<file path="config.mk">
export PLATFORM = sky130hd
export DESIGN_NAME = usb_tx_nrzi_encoder
export DESIGN_NICKNAME = d
export VERILOG_FILES = /design/src/rtl/usb_tx_nrzi_encoder.sv
export SDC_FILE = /design/constraint.sdc
export NUM_CORES = 1
export LEC_CHECK = 0
export BUFFER_PORTS_ARGS = -buffer_cell sky130_fd_sc_hd__buf_2
export CORE_AREA = 3 3 40 42
export DETAILED_ROUTE_END_ITERATION = 7
export DIE_AREA = 0 0 43 45
export SETUP_SLACK_MARGIN = 0.2
export SKIP_CTS_REPAIR_TIMING = 1
export SLEW_MARGIN = 20
export SYNTH_ARGS = -nofsm -noshare
export SYNTH_HDL_FRONTEND = slang
export SYNTH_SLANG_ARGS = --single-unit
</file>
<file path="constraint.sdc">
create_clock -name clk -period 2.7 [get_ports clk]
set_clock_uncertainty 0.2 [all_clocks]
set_input_delay 0.27 -clock clk [delete_from_list [all_inputs] [get_ports clk]]
set_output_delay 0.27 -clock clk [all_outputs]
set_load 0.02 [all_outputs]
</file>
<file path="src/rtl/usb_tx_nrzi_encoder.sv">
// NRZI line encoder and end-of-packet generator for the USB transmit path.
// Drives D+/D- from the stuffed bit stream; all bit activity advances on shift_strobe only.
module usb_tx_nrzi_encoder #(
    parameter int unsigned EOP_SE0_BITS = 2,
    parameter int unsigned EOP_J_BITS   = 1
) (
    input  logic       clk,
    input  logic       rst,
    input  logic       shift_strobe,
    input  logic       encoder_in,
    input  logic       tx_active,
    output logic       dplus,
    output logic       dminus,
    output logic       tx_busy,
    output logic       eop_done,
    output logic [1:0] fsm_state   // debug: 0=IDLE 1=DATA 2=EOP_SE0 3=EOP_J
);

    typedef enum logic [1:0] {
        IDLE    = 2'd0,
        DATA    = 2'd1,
        EOP_SE0 = 2'd2,
        EOP_J   = 2'd3
    } state_t;

    localparam logic [2:0] SE0_LAST = 3'(EOP_SE0_BITS);
    localparam logic [2:0] J_LAST   = 3'(EOP_J_BITS);

    state_t     state, state_next;
    logic [2:0] cnt, cnt_next;
    logic       dplus_next, dminus_next, eop_done_next;

    assign fsm_state = state;

    // State register; line outputs and status flags are registered here too.
    always_ff @(posedge clk) begin
        if (rst) begin
            state    <= IDLE;
            cnt      <= 3'd0;
            dplus    <= 1'b1;
            dminus   <= 1'b0;
            tx_busy  <= 1'b0;
            eop_done <= 1'b0;
        end else begin
            state    <= state_next;
            cnt      <= cnt_next;
            dplus    <= dplus_next;
            dminus   <= dminus_next;
            tx_busy  <= (state_next != IDLE);
            eop_done <= eop_done_next;
        end
    end

    // Next-state and bit-time counter.
    always_comb begin
        state_next = state;
        cnt_next   = cnt;
        if (shift_strobe) begin
            case (state)
                IDLE: begin
                    if (tx_active) state_next = DATA;
                end
                DATA: begin
                    if (!tx_active) begin
                        state_next = EOP_SE0;
                        cnt_next   = 3'd1;
                    end
                end
                EOP_SE0: begin
                    if (cnt == SE0_LAST) begin
                        state_next = EOP_J;
                        cnt_next   = 3'd1;
                    end else begin
                        cnt_next = cnt + 3'd1;
                    end
                end
                EOP_J: begin
                    if (cnt == J_LAST) begin
                        state_next = IDLE;
                        cnt_next   = 3'd0;
                    end else begin
                        cnt_next = cnt + 3'd1;
                    end
                end
                default: begin
                    state_next = IDLE;
                    cnt_next   = 3'd0;
                end
            endcase
        end
    end

    // Line drive: in DATA the line is always J or K, so a 0 bit inverts both wires.
    always_comb begin
        dplus_next    = dplus;
        dminus_next   = dminus;
        eop_done_next = 1'b0;
        if (shift_strobe) begin
            case (state)
                IDLE: begin
                    dplus_next  = 1'b1;
                    dminus_next = 1'b0;
                    if (tx_active && !encoder_in) begin
                        dplus_next  = 1'b0;
                        dminus_next = 1'b1;
                    end
                end
                DATA: begin
                    if (tx_active) begin
                        if (!encoder_in) begin
                            dplus_next  = ~dplus;
                            dminus_next = ~dminus;
                        end
                    end else begin
                        dplus_next  = 1'b0;
                        dminus_next = 1'b0;
                    end
                end
                EOP_SE0: begin
                    dplus_next  = (cnt == SE0_LAST);
                    dminus_next = 1'b0;
                end
                EOP_J: begin
                    dplus_next    = 1'b1;
                    dminus_next   = 1'b0;
                    eop_done_next = (cnt == J_LAST);
                end
                default: begin
                    dplus_next  = 1'b1;
                    dminus_next = 1'b0;
                end
            endcase
        end
    end

endmodule
</file>
==> summary.txt <==
Routing
  • ANT nets after route: 0
  • DR vias: 455
  • Average wire per standard cell: 11.6 um
  • Remaining DRCs: 0
  • Initial DRT Pass Iterations: 4
  • Met1 WL: 454 um
  • Initial DRC Count: 12
  • Met3 routed wirelength: about 66 um
  • Routed WL: roughly 990 um
  • Top layer in use: met4
  • DR WL met2: 462 um
  • Vias per cell: 5.35

Clock tree
  • Clock net sink count: 9
  • CTS Root Cell: clkbuf_4
  • CTS Buf Count: 3
  • Number of H-tree levels: 1
  • CTS tree: yes
  • Largest buffer count on any clock path: 2
  • Register clock-pin slew on the reported worst setup and hold paths: ~0.060 ns
  • Clk_lat worst skew: between 0.2 and 0.3 ns

Logic synthesis
  • Mapped Nets: 65
  • Xor and xnor area share after synthesis: 1.84%
  • Mux cell area share after synthesis: 0%
  • Area fraction in compound gates after synthesis: 25.7%
  • Yosys reg bits: 9
  • Cell count after synthesis: 60
  • Mapped Area: approximately 480 um2
  • Yosys cell types: 28
  • Synth Area in Adders: 0%
  • Synthesized area per cell: 7.95 um2
  • Synth Warn #: 0
  • Sequential fraction of the synthesis area: 37.8%
  • Main combinational cell family by area after synthesis: simple AND/OR/NAND/NOR gates
  • Synth Area in Simple Gates: 27.0%

GRT
  • Total track usage: 11.4%
  • GRT overflow: 0
  • Initial antenna violation count: 0
  • Largest net degree at the start of global routing: 15
  • First-pass GRT wire length: between 1.5 and 2 mm
  • Vias in the first global route: 380

STA
  • Worst rel slew slack: between 70% and 80%
  • Worst slew pin tran: 0.396 ns
  • Final setup vio count: 0
  • Final worst-path cycle share: between 50 and 60%
  • Final Hold Vio Count: 0
  • Post-route minimum period: 1.58 ns
  • Final WS setup: between 1 and 1.5 ns
  • Min Hold Slack: 0.0950 ns
  • FMAX: between 0.6 and 0.7 GHz
  • RSZ-0062 raised after global routing: false
  • Slew Viols, Final: 0
  • Setup TNS: 0 ns

Floorplanning
  • Core area: between 1000 and 1500 um2
  • Die area: 1940 um2
  • Die Span Y: 45 um
  • Die width: around 43 um
  • Site Rows: 13
  • Top Ports: 11
  • Starting Density: 37.1%

Layout
  • Nets: 76
  • Post-layout util: 42.9%
  • Area grow syn2layout: 15.7%
  • N_diodes: 0
  • FILL cells: ~150
  • Final Cell Area: roughly 550 um2
  • Most common cell after layout, fill and taps aside: buf_2
  • Share of cells above drive strength 1: about 20%
  • Fin cells: 85
  • Most frequent cells in the layout: buf_2 (10), dfxtp_1 (9), a21oi_1 (5)

Placed design
  • Placed instance area: about 520 um2
  • Port Buffers: 10
  • Pre-CTS setup slack: 1.13 ns
  • DP HPWL: 707 um
  • GP Congestion: 0.777
  • Placed Instances: 81

Setup path
  • Crit path kind: flip-flop to flip-flop
  • CP Launch Type: flip-flop
  • Setup crit end kind: flip-flop
  • WP data arrival: around 1.6 ns
  • Crit-path max FO: 14
  • WP data required: 2.69 ns

Power
  • Pwr dens: 529 nW/um2
  • Leak: 0.214 nW
  • Power consumption: 292 uW
  • Worst-case vdd ir drop: 0.000310 V

Hold path
  • Hold Crit Class: primary input to flip-flop

Run status
  • Status: completed

Run
  • Maxcap violations: 0
[kinds of logic (layout without fill, tap and decap cells)]
| group | count (synthesis) | after routing |
|---|---|---|
| AOI/OAI and AO/OA | 19 | 19 |
| and+or+nand+nor | 23 | 23 |
| DFF | 9 | 9 |
| xor gates and xnor gates | 1 | 1 |
| buffers and inverters | 8 | 18 |
[cell usage after synthesis, drive strengths merged]
cell,number,area [um2]
a21oi,5,25.0
nand2,4,15.0
nor4,1,6.26
nand3b,1,7.51
o21ai,4,20.0
o211ai,1,7.51
nor2b,4,25.0
o22ai,1,6.26
a2bb2oi,1,8.76
buf,3,17.5
or3,1,6.26
nand2b,3,18.8
o21bai,2,15.0
a311oi,1,8.76
inv,4,15.0
nor3,2,10.0
nor3b,1,7.51
xnor2,1,8.76
nor2,4,15.0
nor4b,2,17.5
a31oi,1,6.26
a32oi,1,8.76
dfxtp,9,180
o311ai,1,8.76
a21boi,1,7.51
clkbuf,1,3.75
[path summary, 6_finish.rpt]
kind                start  endpoint  slack, ns  depth (start not counted)
min reg2reg         dplus     dplus       0.31                          2
min                   rst    cnt[2]       0.09                          2
max          fsm_state[0]    cnt[2]       1.12                          4
max reg2reg  fsm_state[0]    cnt[2]       1.12                          4
[worst max-delay path, stage by stage (launching register included)]
cell and delay, ns:
dfxtp_1 0.56, nor2b_1 0.19, o21ai_1 0.10, or3_1 0.32, a21oi_1 0.14
[layer usage]
layer | vias up | GRT usage [%]
met3 | 2 | 5.98
met2 | 15 | 18.3
met1 | 205 | 13.2
li1 | 233 | -
met4 | 0 | 3.61
met5 | - | 0
[area by class of cell]
cell class / count / area [um2] / share of cell area [%]
clock buffer: 3 / 22.5 / 4.08
clock inverter: 1 / 5.00 / 0.907
inverter: 4 / 15.0 / 2.72
multi-input combinational: 43 / 260 / 47.2
sequential: 9 / 180 / 32.7
tap: 15 / 18.8 / 3.40
timing repair buffer: 10 / 50.0 / 9.07
[registers in the layout, indices dropped and copies added (netlist names)]
| name | cells |
|---|---|
| fsm_state | 2 |
| dminus | 1 |
| eop_done | 1 |
| dplus | 1 |
| cnt | 3 |
| tx_busy | 1 |
[power breakdown]
part / total, mW / leakage [nW] / internal [mW] / switching, mW
Combinational: 0.0412 / 0.123 / 0.0174 / 0.0238
Sequential: 0.147 / 0.0736 / 0.139 / 0.00791
Clock: 0.104 / 0.0177 / 0.0547 / 0.0492
Note: power is estimated with default switching activity, not from simulation.
